### config.mk
export PLATFORM = sky130hd
export DESIGN_NAME = fetch_unit
export DESIGN_NICKNAME = d
export VERILOG_FILES = /design/src/rtl/fetch_unit.sv
export SDC_FILE = /design/constraint.sdc
export NUM_CORES = 1
export LEC_CHECK = 0
export BUFFER_PORTS_ARGS = -buffer_cell sky130_fd_sc_hd__buf_2
export CAP_MARGIN = 15
export CORE_AREA = 2 2 206 157
export CTS_BUF_LIST = sky130_fd_sc_hd__clkbuf_16
export DETAILED_ROUTE_END_ITERATION = 12
export DIE_AREA = 0 0 208 159
export HOLD_SLACK_MARGIN = 0.08
export PLACE_DENSITY = 0.79
export SYNTH_ARGS = -nofsm -noshare
export SYNTH_HDL_FRONTEND = slang
export SYNTH_SLANG_ARGS = --single-unit
### constraint.sdc
create_clock -name i_clk -period 6.14 [get_ports i_clk]
set_input_delay 0.921 -clock i_clk [delete_from_list [all_inputs] [get_ports i_clk]]
set_output_delay 0.921 -clock i_clk [all_outputs]
set_load 0.05 [all_outputs]
### src/rtl/fetch_unit.sv
// Instruction-fetch front end: PC generator, request/grant memory port with in-order
// responses, and a prefetch FIFO towards decode. Define FETCH_BYPASS_EN for the same-cycle response bypass.
module fetch_unit #(
  parameter int unsigned     XLEN       = 32,
  parameter logic [XLEN-1:0] RESET_PC   = '0,
  parameter int unsigned     FIFO_DEPTH = 4
) (
  input  logic            i_clk,
  input  logic            i_reset,
  output logic            o_imem_req,
  output logic [XLEN-1:0] o_imem_addr,
  input  logic            i_imem_gnt,
  input  logic            i_imem_rvld,
  input  logic [31:0]     i_imem_rdata,
  input  logic            i_redirect,
  input  logic [XLEN-1:0] i_redirect_pc,
  output logic            o_instr_vld,
  output logic [31:0]     o_instr,
  output logic [XLEN-1:0] o_instr_pc,
  input  logic            i_instr_rdy,
  output logic [XLEN-1:0] o_pc_debug,
  output logic            o_insn_vld
);

  localparam int unsigned   AW      = $clog2(FIFO_DEPTH);
  localparam int unsigned   CW      = AW + 1;
  localparam int unsigned   SW      = CW + 2;
  localparam logic [SW-1:0] DEPTH_S = SW'(FIFO_DEPTH);
  localparam logic [31:0]   NOP     = 32'h0000_0013;

  typedef logic [CW-1:0] cnt_t;

  logic [XLEN-1:0] fetch_pc;
  cnt_t            outstanding;
  cnt_t            drop_cnt;
  cnt_t            count;
  cnt_t            wr_ptr, rd_ptr;
  cnt_t            tag_wr, tag_rd;

  logic [31:0]     instr_q [FIFO_DEPTH];
  logic [XLEN-1:0] pc_q    [FIFO_DEPTH];
  logic [XLEN-1:0] tag_q   [FIFO_DEPTH];

  logic [XLEN-1:0] pc_debug;
  logic            insn_vld;

  logic            grant, resp_drop, resp_cur;
  logic            fifo_empty, bypass, accept, push, pop;
  logic [SW-1:0]   in_use;
  logic [31:0]     head_instr;
  logic [XLEN-1:0] head_pc, resp_pc;
  logic            unused_pc_bits;

  assign unused_pc_bits = ^i_redirect_pc[1:0];

  // Pointers carry a wrap bit, so the difference is the occupancy including "full".
  assign count      = wr_ptr - rd_ptr;
  assign fifo_empty = (count == '0);

  // Every in-flight or buffered word holds a credit, so the FIFO can never overflow.
  assign in_use      = SW'(count) + SW'(outstanding) + SW'(drop_cnt);
  assign o_imem_req  = ~i_reset & ~i_redirect & (in_use < DEPTH_S);
  assign o_imem_addr = fetch_pc;
  assign grant       = o_imem_req & i_imem_gnt;

  assign resp_drop = i_imem_rvld & (drop_cnt != '0);
  assign resp_cur  = i_imem_rvld & (drop_cnt == '0) & (outstanding != '0);
  assign resp_pc   = tag_q[tag_rd[AW-1:0]];

  assign head_instr = instr_q[rd_ptr[AW-1:0]];
  assign head_pc    = pc_q[rd_ptr[AW-1:0]];

`ifdef FETCH_BYPASS_EN
  assign bypass = resp_cur & fifo_empty & ~i_redirect;
`else
  assign bypass = 1'b0;
`endif

  assign o_instr_vld = ~fifo_empty | bypass;
  assign o_instr     = bypass ? i_imem_rdata : (fifo_empty ? NOP : head_instr);
  assign o_instr_pc  = bypass ? resp_pc      : (fifo_empty ? '0  : head_pc);

  assign accept = o_instr_vld & i_instr_rdy & ~i_redirect;
  assign pop    = accept & ~fifo_empty;
  assign push   = resp_cur & ~i_redirect & ~(bypass & i_instr_rdy);

  always_ff @(posedge i_clk) begin
    if (i_reset) begin
      fetch_pc    <= RESET_PC;
      outstanding <= '0;
      drop_cnt    <= '0;
      wr_ptr      <= '0;
      rd_ptr      <= '0;
      tag_wr      <= '0;
      tag_rd      <= '0;
    end else if (i_redirect) begin
      // A current-stream response consumed now is discarded outright, not counted as stale.
      fetch_pc    <= {i_redirect_pc[XLEN-1:2], 2'b00};
      drop_cnt    <= drop_cnt - cnt_t'(resp_drop) + outstanding - cnt_t'(resp_cur);
      outstanding <= '0;
      wr_ptr      <= '0;
      rd_ptr      <= '0;
      tag_wr      <= '0;
      tag_rd      <= '0;
    end else begin
      if (grant) fetch_pc <= fetch_pc + XLEN'(4);
      outstanding <= outstanding + cnt_t'(grant) - cnt_t'(resp_cur);
      drop_cnt    <= drop_cnt - cnt_t'(resp_drop);
      if (push)     wr_ptr <= wr_ptr + 1'b1;
      if (pop)      rd_ptr <= rd_ptr + 1'b1;
      if (grant)    tag_wr <= tag_wr + 1'b1;
      if (resp_cur) tag_rd <= tag_rd + 1'b1;
    end
  end

  // NOTE: storage arrays are not reset; the pointers alone decide which entries are live.
  always_ff @(posedge i_clk) begin
    if (push) begin
      instr_q[wr_ptr[AW-1:0]] <= i_imem_rdata;
      pc_q[wr_ptr[AW-1:0]]    <= resp_pc;
    end
    if (grant) tag_q[tag_wr[AW-1:0]] <= fetch_pc;
  end

  always_ff @(posedge i_clk) begin
    if (i_reset) begin
      pc_debug <= '0;
      insn_vld <= 1'b0;
    end else begin
      insn_vld <= accept;
      if (accept) pc_debug <= o_instr_pc;
    end
  end

  assign o_pc_debug = pc_debug;
  assign o_insn_vld = insn_vld;

endmodule

Word-level counts from Yosys, hierarchy flattened

Memories as Yosys holds them, arrays and structs flattened. A register that Yosys moved wholly into a read port is not among the register bits.
Cells that the tools add are included.

Reduce and logical (&&, ||, !) cells: 6
Mux-type cells: 15
Bitwise logic cells: 13
$add $sub $neg: 13
Order comparisons: 1

Operators with widths:

| operator                | count |
|---|---|
| $mux W32                | 4 |
| $add A32 B3 Y32 const B | 1 |
| $add A3 B1 Y3 const B   | 4 |
| $mux W2                 | 6 |
| $and A1 B1 Y1           | 10 |
| $sub A3 B1 Y3           | 3 |
| $logic_not A3 Y1        | 2 |
| $reduce_bool A3 Y1      | 2 |
| $add A4 B3 Y5           | 1 |
| $lt A5 B3 Y1 const B    | 1 |
| $add A3 B3 Y4           | 1 |
| $mux W1                 | 4 |
| $add A3 B1 Y3           | 1 |
| $add A3 B3 Y3           | 1 |
| $mux W3                 | 1 |
| $not A1 Y1              | 3 |
| $sub A3 B3 Y3           | 1 |
| $reduce_bool A2 Y1      | 1 |
| $reduce_or A2 Y1        | 1 |

Input bits: 70
Memories: 3
Bits in writable memories: 384
Output and inout bits: 131
Bits in registers: 83

Memory list:

| memory  | words | width | rd ports | clocked after Yosys merged registers in | wr ports | RTL line | text |
|---|---|---|---|---|---|---|---|
| instr_q | 4     | 32    | 1        | 1                                       | 1        | 40       | `logic [31:0] instr_q [FIFO_DEPTH];` |
| pc_q    | 4     | 32    | 1        | 1                                       | 1        | 41       | `logic [XLEN-1:0] pc_q [FIFO_DEPTH];` |
| tag_q   | 4     | 32    | 1        | 1                                       | 1        | 42       | `logic [XLEN-1:0] tag_q [FIFO_DEPTH];` |

Logic depth before layout (Yosys ltp)

Gate-level depths: netlist (run 1).

Word-level depth: 8
Gate-level depth with buffers: 21
Gate-level depth less buffers: 20

Least setup slack after synthesis (run 1)

No wires, ideal clock.

Kind: reg2reg
Start point: register wr_ptr[0]
End point: register outstanding[2]
Slack: 1.662 ns
Stages on the path, launching flop included: 22
Period minus slack after synthesis: 4.478 ns
Data arrival time: 4.350 ns
Library setup time: 0.128 ns
Buffers on the path: 1
Cell sequence: dfxtp_1 > inv_1 > ha_1 > fa_1 > xnor3_1 > inv_1 > fa_1 > inv_1 > fa_1 > nor3b_2 > o211ai_2 > nor3_4 > inv_2 > clkbuf_1 > ha_1 > inv_1 > ha_1 > inv_1 > fa_1 > xor2_1 > xnor2_1 > nor2_1

Cells in the longest elaborated chain, start to end: 8

Ends and longest elaborated chain:

| element                | RTL line | text |
|---|---|---|
| from (decl)            | 37       | `cnt_t wr_ptr, rd_ptr;` |
| from (signal assigned) | 109      | `if (push) wr_ptr <= wr_ptr + 1'b1;` |
| $sub A3 B3 Y3          | 57       | `assign count = wr_ptr - rd_ptr;` |
| $add A3 B3 Y4          | 61       | `assign in_use = SW'(count) + SW'(outstanding) + SW'(drop_cnt);` |
| $add A4 B3 Y5          | 61       |  |
| $lt A5 B3 Y1           | 62       | `assign o_imem_req = ~i_reset & ~i_redirect & (in_use < DEPTH_S);` |
| $and A1 B1 Y1          | 62       |  |
| $and A1 B1 Y1          | 64       | `assign grant = o_imem_req & i_imem_gnt;` |
| $add A3 B1 Y3          | 107      | `outstanding <= outstanding + cnt_t'(grant) - cnt_t'(resp_cur);` |
| $sub A3 B1 Y3          | 107      |  |
| to (signal assigned)   | 107      |  |
| to (decl)              | 34       | `cnt_t outstanding;` |

Every way passes these cells.
A chain may end at the register's enable or synchronous reset.

Worst setup path after layout (run 1)

Start point: register wr_ptr[0]
End point: output port o_imem_req

Cells in the longest elaborated chain, start to end: 5

Ends and longest elaborated chain:

| element       | RTL line | text |
|---|---|---|
| $sub A3 B3 Y3 | 57       |  |
| $add A3 B3 Y4 | 61       |  |
| $add A4 B3 Y5 | 61       |  |
| $lt A5 B3 Y1  | 62       |  |
| $and A1 B1 Y1 | 62       |  |
| to (decl)     | 10       | `output logic o_imem_req,` |

Every way passes these cells.

==> impl_metrics.json, run 1 <==
{
  "status": "finished clean",
  "finalWeightedCongestion": 0.894,
  "setup_tns_ns": 0,
  "vias": 9754,
  "synthCells": 1008,
  "yosys_warnings": 0,
  "synth-seq-cells": 449,
  "start_util": 0.576,
  "synth_area_leaders": "edfxtp_1 (62%), mux4_2 (12%), dfxtp_1 (9.1%)",
  "die_w_um": 208,
  "clk_path_buf_depth": 3,
  "power_switching_mw": 1.37,
  "grt_max_degree": 64,
  "rows": 56,
  "hpwl_mm": 22.0,
  "rsz0062_at_grt": "false",
  "postCtsSetupBuffers": 0,
  "slew_violations": 0,
  "slowest_delay_ns": 0.51,
  "cp.arrival_ns": 3.84,
  "tightest_slew_ns": 1.03,
  "drt_iter0_markers": 857,
  "synth_ff_type": "edfxtp_1",
  "yosys.area.top_type": "edfxtp_1",
  "r2r-start": "wr_ptr[0]$_SDFFE_PP0P_",
  "cp_cell_sequence": "inv_1 -> ha_1 -> fa_1 -> xnor3_1 -> inv_1 -> fa_1 -> inv_1 -> fa_1 -> nor3b_2 -> o211ai_2 -> nor2_1 -> buf_2",
  "cts_root_buf": "clkbuf_16",
  "synthToLayoutAreaGrowth_pct": 14.9,
  "p_leak_nw": 7.50,
  "slowest_stage": "fa_1",
  "routedWlPerCell_um": 22.3,
  "synth-edff-count": 368,
  "synth_cell_type_count": 66,
  "die_y_um": 159,
  "avgSynthCellArea_sq_um": 17.7,
  "fin_crit_sh": 0.775,
  "seq_area_sq_um": 12700,
  "postCtsResizedCells": 0,
  "ys_top_cells_by_count": "edfxtp_1 (368), mux4_2 (92), dfxtp_1 (81), and2_1 (67), nor2_1 (52)",
  "die-area_sq_um": 33100,
  "drtAntennaViolNets": 0,
  "hp-start": "o_pc_debug[19]$_SDFFE_PP0P_",
  "synth_top_area_frac": 0.620,
  "htreeDepth": 2,
  "critPathMaxFanout": 5,
  "routed_wirelength_mm": 36.8,
  "setup_viol_count_final": 0,
  "grt_usage": 0.222,
  "multiInputGateArea_sq_um": 4810,
  "antenna_cells": 0,
  "slew_headroom": 0.308,
  "grt_pass1_vias": 9691,
  "min_path_type": "reg2reg",
  "path_clk_slew_ns": 0.06,
  "io_buffers": 192,
  "fill_cells": 2077,
  "finalClockSkew_ns": 0.0199,
  "synth-seq-area-share": 0.711,
  "async_flop_share": 0,
  "drive_gt1_frac": 0.308,
  "hold_viol": 0,
  "antenna_found_initial": 0,
  "final_cell_area_sq_um": 20500,
  "ctsHoldBuffers": 0,
  "p_comb_frac": 0.058,
  "crit_required_ns": 5.22,
  "critical_path_class": "reg2out",
  "drc": 0,
  "ios": 201,
  "start_kind": "register",
  "internal-power_mw": 4.90,
  "finalNetCount": 1304,
  "period_minus_slack_ns": 4.76,
  "clkPwrFrac": 0.400,
  "drtPass1Iterations": 5,
  "clock-sinks": 449,
  "cts_buffers": 42,
  "drv_cap": 0,
  "grt-ovfl-total": 0,
  "clk_latency_ns": 0.54,
  "max_freq_mhz": 210,
  "p_sw_frac": 0.219,
  "p_per_area_nw_per_um2": 306,
  "crit_start": "wr_ptr[0]$_SDFFE_PP0P_",
  "crit_path_end_kind": "output port",
  "p_seq_frac": 0.542,
  "cts_tree": "done",
  "vdd_drop_max_uv": 198,
  "netlist_area_sq_um": 17800,
  "core_area_sq_um": 31000,
  "dpl-instance-area_sq_um": 19100,
  "hold_slack_ns": 0.488,
  "routed_via_density": 5.93,
  "grt_pass1_wl_mm": 56.4,
  "synth.most_common_cell": "edfxtp_1"
}
-- through the flow --
stage          std cells  utilization  setup WS (ns)  total power [mW]
4_1_cts             1645        0.661           1.36              6.31
6_report            1646        0.662           1.38              6.27
5_1_grt             1646        0.662           1.16              6.48
3_5_place_dp        1569        0.618           1.49              3.82
2_1_floorplan       1013            -           1.66              3.70
3_3_place_gp        1569        0.618           1.57              3.81
-- layer usage --
metal | track usage | up-vias | share of wire | wire, um
met4 | 0.0551 | 0 | 0.017 | 608
li1 | - | 4354 | - | -
met2 | 0.357 | 434 | 0.48 | 17600
met3 | 0.0355 | 52 | 0.080 | 2940
met1 | 0.324 | 4914 | 0.43 | 15600
met5 | 0 | - | 0 | 0
-- power groups by stage --
stage          Sequential, mW  Combinational (mW)  Clock (mW)
2_1_floorplan            3.49               0.210           0
3_3_place_gp             3.46               0.349           0
3_5_place_dp             3.46               0.358           0
4_1_cts                  3.40               0.360        2.56
5_1_grt                  3.40               0.397        2.68
6_report                 3.40               0.361        2.51
-- flip-flops by register name, indices dropped and copies added, names as in the netlist, 3 cells and up, named ones only --
name / cells
outstanding: 3
drop_cnt: 3
o_imem_addr: 30
pc_q: 120
instr_q: 128
wr_ptr: 3
o_pc_debug: 30
tag_q: 120
rd_ptr: 3
-- final timing paths --
check                                     end  slack [ns]  cells after the start
hold / removal    o_pc_debug[19]$_SDFFE_PP0P_        0.49                      2
hold reg to reg   o_pc_debug[19]$_SDFFE_PP0P_        0.49                      2
setup / recovery                   o_imem_req        1.38                     12
setup reg to reg    outstanding[2]$_SDFF_PP0_        1.50                     21
-- placed cells by master (no fill, tap or decap), types with 20 or more instances in the layout --
master and n:
edfxtp_1 368, clkbuf_16 43, mux2i_1 35, buf_2 192, nor2_1 52, dfxtp_1 78
inv_1 34, and2_1 63, ha_1 20, nand2_1 42, mux4_2 92
-- kinds of logic (layout without fill, tap and decap cells) --
kind of cell    count (synthesis)  after routing  synth area share
flops                         449            449             0.711
buf+inv                        78            305            0.0213
compound gates                 75             75            0.0305
other cells                     1              6          0.000210
mux                           127            127             0.136
fa+ha+maj                      26             26            0.0208
xor+xnor                       12             12           0.00667
simple gates                  240            240            0.0742
-- worst max-delay path: cells and delay by family (launching register included) --
kind / cells / cell delay, ns
compound gates: 1 / 0.19
xor+xnor: 1 / 0.22
fa+ha+maj: 4 / 1.55
buf+inv: 4 / 0.51
flops: 1 / 0.39
simple gates: 2 / 0.44
-- layout make-up --
cell class,instances,area share
clock buffers,43,0.0525
flip-flops and latches,449,0.619
well taps,406,0.0248
repair buffers,204,0.0519
clock inverters,33,0.0125
multi-input cells,486,0.235
inverters,25,0.00458
Power figures use the tool's default switching activity.
==> run 2: changes to the inputs <==
- clock period: 6.14 -> 4.75 ns (I/O delays scaled with it)
==> impl_metrics.json, run 2 (synthesis results as in run 1) <==
{
  "largest_reg_flops": 128,
  "fin_crit_sh": 0.947,
  "final_common_cell": "edfxtp_1",
  "hold_slack_ns": 0.365,
  "crit_path_end_kind": "output port",
  "finalWeightedCongestion": 0.916,
  "drt_iter0_markers": 968,
  "finalClockSkew_ns": 0.00907,
  "setup_tns_ns": 0,
  "clock-sinks": 449,
  "core_area_sq_um": 31000,
  "htreeDepth": 2,
  "drive_gt1_frac": 0.315,
  "p_leak_nw": 7.58,
  "cts_buffers": 43,
  "die-area_sq_um": 33100,
  "vias": 9892,
  "reg2reg_depth": 20,
  "clk_path_buf_depth": 3,
  "critical_path_class": "reg2out",
  "slew_violations": 0,
  "r2r-end": "outstanding[2]$_SDFF_PP0_",
  "ff2ff_setup_slack_ns": 0.34,
  "antenna_found_initial": 0,
  "start_kind": "register",
  "io_buffers": 192,
  "hold_viol": 0,
  "min_path_type": "in2reg",
  "finalNetCount": 1308,
  "tightest_slew_ns": 1.04,
  "period_minus_slack_ns": 4.50,
  "die_y_um": 159,
  "cts_root_buf": "clkbuf_16",
  "critPathMaxFanout": 5,
  "path_clk_slew_ns": 0.06,
  "place_ws_ns": 0.312,
  "grt_usage": 0.233,
  "crit_start": "wr_ptr[0]$_SDFFE_PP0P_",
  "ios": 201,
  "grt_pass1_vias": 9869,
  "drtAntennaViolNets": 0,
  "die_w_um": 208,
  "final_cell_mix": "edfxtp_1 (368), buf_2 (192), mux4_2 (92)",
  "drc": 0,
  "setup.worst_path.end": "o_imem_req",
  "grt_pass1_wl_mm": 58.7,
  "p_per_area_nw_per_um2": 409,
  "final_cell_area_sq_um": 20700,
  "slew_headroom": 0.302,
  "grt_max_degree": 64,
  "r2r-start": "wr_ptr[0]$_SDFFE_PP0P_",
  "synthToLayoutAreaGrowth_pct": 16.1,
  "fin_ws_ns": 0.252,
  "status": "finished clean",
  "vdd_drop_max_uv": 267,
  "routed_wirelength_mm": 38.8,
  "max_freq_mhz": 222,
  "clk_latency_ns": 0.53,
  "cp.arrival_ns": 3.79,
  "fin_total_pwr_mw": 8.46,
  "cts_tree": "done",
  "rsz0062_at_grt": "false",
  "dpl-instance-area_sq_um": 19200,
  "drv_cap": 0,
  "antenna_cells": 0,
  "crit_required_ns": 4.04,
  "rows": 56,
  "drtPass1Iterations": 5,
  "start_util": 0.576,
  "hpwl_mm": 22.4,
  "routed_via_density": 5.99,
  "grt-ovfl-total": 0,
  "setup_viol_count_final": 0,
  "routedWlPerCell_um": 23.5
}
-- run 2: per-layer routing --
metal,part of all wire,global-route usage,routed length [um],vias to the layer above
met3,0.078,0.0454,3030,56
met4,0.025,0.0709,953,0
li1,-,-,-,4360
met1,0.42,0.334,16400,5015
met5,0,0,0,-
met2,0.48,0.367,18500,461
-- run 2: report_power, final --
group | leakage, nW | internal, mW | switching (mW) | total (mW)
registers | 4.00 | 4.31 | 0.0824 | 4.40
logic | 2.82 | 0.157 | 0.314 | 0.471
clock network | 0.752 | 2.16 | 1.44 | 3.60
-- run 2: stage by stage --
step,std cells,util
floorplan,1013,-
global placement,1571,0.619
detailed placement,1571,0.619
CTS,1650,0.668
global route,1652,0.669
finish,1652,0.669
-- run 2: worst min path at each step --
stage,depth (start not counted),end,start
floorplan,2,tag_wr[1]$_SDFFE_PP0P_,tag_wr[1]$_SDFFE_PP0P_
global placement,2,o_pc_debug[26]$_SDFFE_PP0P_,o_pc_debug[26]$_SDFFE_PP0P_
detailed placement,2,o_pc_debug[24]$_SDFFE_PP0P_,o_pc_debug[24]$_SDFFE_PP0P_
CTS,2,o_imem_addr[8]$_SDFFE_PP0P_,i_redirect_pc[8]
global route,2,o_imem_addr[8]$_SDFFE_PP0P_,i_redirect_pc[8]
finish,2,o_imem_addr[8]$_SDFFE_PP0P_,i_redirect_pc[8]
-- run 2: final cells by class --
cell class	instances	area, sq um
inverter	25	93.8
tap	406	508
multi-input combinational	486	4810
clock inverter	34	383
clock buffer	45	1130
sequential	449	12700
fill	2029	10300
timing repair buffer	207	1100
-- run 2: worst max-delay path: stages, from the launching register on --
cell      delay [ns]
dfxtp_1         0.39
inv_1           0.11
ha_1            0.22
fa_1            0.37
xnor3_1         0.22
inv_1           0.05
fa_1            0.51
inv_1           0.07
fa_1            0.44
nor3b_2         0.22
o211ai_2        0.19
nor2_1          0.17
buf_2           0.29
-- run 2: what timing repair did --
item                                    4_1_cts  5_1_grt
buffers inserted                              0        1
gates resized for setup                       0        0
hold buffers                                  0        0
endpoints found under the setup margin        0        2
==> run 3: changes to the inputs <==
==> constraint.sdc (replaced) <==
create_clock -name i_clk -period 4.75 [get_ports i_clk]
set_input_delay 0.95 -clock i_clk [delete_from_list [all_inputs] [get_ports i_clk]]
set_output_delay 0.95 -clock i_clk [all_outputs]
set_load 0.05 [all_outputs]
==> impl_metrics.json, run 3 (synthesis results as in run 1) <==
{
  "status": "finished clean",
  "setup_tns_ns": 0,
  "clock-sinks": 449,
  "tightest_slew_ns": 1.02,
  "rsz0062_at_grt": "false",
  "max_freq_mhz": 219,
  "start_kind": "register",
  "crit_path_end_kind": "output port",
  "p_leak_nw": 7.57,
  "p_comb_frac": 0.060,
  "routed_wirelength_mm": 37.6,
  "p_per_area_nw_per_um2": 390,
  "drv_cap": 0,
  "io_buffers": 192,
  "min_path_type": "reg2reg",
  "slew_headroom": 0.318,
  "crit_required_ns": 3.80,
  "hold_viol": 0,
  "critPathMaxFanout": 4,
  "drtPass1Iterations": 5,
  "synthToLayoutAreaGrowth_pct": 15.6,
  "finalClockSkew_ns": 0.0192,
  "grt_usage": 0.229,
  "antenna_cells": 0,
  "drive_gt1_frac": 0.311,
  "finalWeightedCongestion": 0.908,
  "grt-ovfl-total": 0,
  "start_util": 0.576,
  "grt_pass1_vias": 9877,
  "clk_path_buf_depth": 3,
  "internal-power_mw": 6.28,
  "final_cell_mix": "edfxtp_1 (368), buf_2 (191), mux4_2 (92)",
  "p_sw_frac": 0.220,
  "slowest_stage": "fa_1",
  "final_common_cell": "edfxtp_1",
  "vias": 9843,
  "die-area_sq_um": 33100,
  "cp_cell_sequence": "inv_1 -> ha_1 -> fa_1 -> xnor3_1 -> inv_1 -> fa_1 -> inv_1 -> fa_2 -> nor3b_2 -> o211ai_2 -> nor2_2 -> buf_6",
  "cts_root_buf": "clkbuf_16",
  "fin_ws_ns": 0.189,
  "largest_reg_flops": 128,
  "ff2ff_setup_slack_ns": 0.32,
  "htreeDepth": 2,
  "finalNetCount": 1314,
  "clk_latency_ns": 0.55,
  "fill_cells": 2057,
  "cts_tree": "done",
  "rows": 56,
  "period_minus_slack_ns": 4.56,
  "setup_viol_count_final": 0,
  "fin_crit_sh": 0.960,
  "drt_iter0_markers": 893,
  "p_seq_frac": 0.546,
  "ios": 201,
  "place_ws_ns": 0.286,
  "hpwl_mm": 23.2,
  "grt_pass1_wl_mm": 58.2,
  "vdd_drop_max_uv": 270,
  "die_w_um": 208,
  "routedWlPerCell_um": 22.7,
  "drtAntennaViolNets": 0,
  "die_y_um": 159,
  "clkPwrFrac": 0.395,
  "cts_buffers": 42,
  "core_area_sq_um": 31000,
  "slowest_delay_ns": 0.53,
  "critPathMostFrequentCell": "inv_1",
  "antenna_found_initial": 0,
  "path_clk_slew_ns": 0.06,
  "crit_family": "adder cells",
  "power_switching_mw": 1.77,
  "routed_via_density": 5.94,
  "cp.arrival_ns": 3.61,
  "grt_max_degree": 63,
  "crit_buf_inv": 4,
  "drc": 0,
  "slew_violations": 0,
  "critical_path_class": "reg2out"
}
==> run 3: timing repair <==
item | 4_1_cts | 5_1_grt
gates cloned | 0 | 0
pin swaps | 0 | 4
setup buffers | 0 | 3
resized for setup | 3 | 3
setup endpoints to repair | 1 | 2
hold buffers | 0 | 0
==> run 3: worst paths after layout <==
| kind | to | start | depth (start not counted) |
|---|---|---|---|
| worst max-delay path | o_imem_req | wr_ptr[0]$_SDFFE_PP0P_ | 12 |
| worst min-delay path | o_pc_debug[31]$_SDFFE_PP0P_ | o_pc_debug[31]$_SDFFE_PP0P_ | 2 |
| worst max register to register | outstanding[2]$_SDFF_PP0_ | wr_ptr[0]$_SDFFE_PP0P_ | 21 |
| worst min register to register | o_pc_debug[31]$_SDFFE_PP0P_ | o_pc_debug[31]$_SDFFE_PP0P_ | 2 |
==> run 3: power groups by stage <==
stage	Clock, mW	Sequential, mW	Combinational, mW
floorplan	0	4.52	0.272
global placement	0	4.47	0.456
detailed placement	0	4.47	0.468
CTS	3.23	4.39	0.472
global route	3.37	4.40	0.527
finish	3.18	4.39	0.480
==> run 3: stage by stage <==
step / cells / utilization / hold slack, ns / area [sq um] / power [mW]
finish: 1656 / 0.666 / 0.487 / 20600 / 8.05
global route: 1656 / 0.666 / 0.519 / 20600 / 8.29
CTS: 1653 / 0.665 / 0.494 / 20600 / 8.09
detailed placement: 1577 / 0.622 / 0.480 / 19300 / 4.94
global placement: 1577 / 0.622 / 0.469 / 19300 / 4.92
floorplan: 1013 / - / 0.469 / 17900 / 4.79
==> run 3: worst min-delay path, delay by kind of cell (launching register included) <==
family / cells / cell delay (ns)
multiplexers: 1 / 0.06
AND/OR/NAND/NOR: 1 / 0.07
flip-flops: 1 / 0.32
==> run 3: cell type report <==
cell class / instances / area (sq um) / area share
Inverter: 25 / 93.8 / 0.00455
Timing Repair Buffer: 214 / 1210 / 0.0586
Multi-Input combinational cell: 486 / 4820 / 0.234
Tap cell: 406 / 508 / 0.0246
Sequential cell: 449 / 12700 / 0.615
Clock inverter: 33 / 226 / 0.0110
Clock buffer: 43 / 1080 / 0.0522
==> run 3: routing by layer <==
layer  track usage  vias to the layer above  share of wire
li1              -                     4361              -
met1         0.335                     5006           0.43
met2         0.363                      425           0.48
met3        0.0402                       51          0.077
met4        0.0632                        0          0.020
met5             0                        -              0
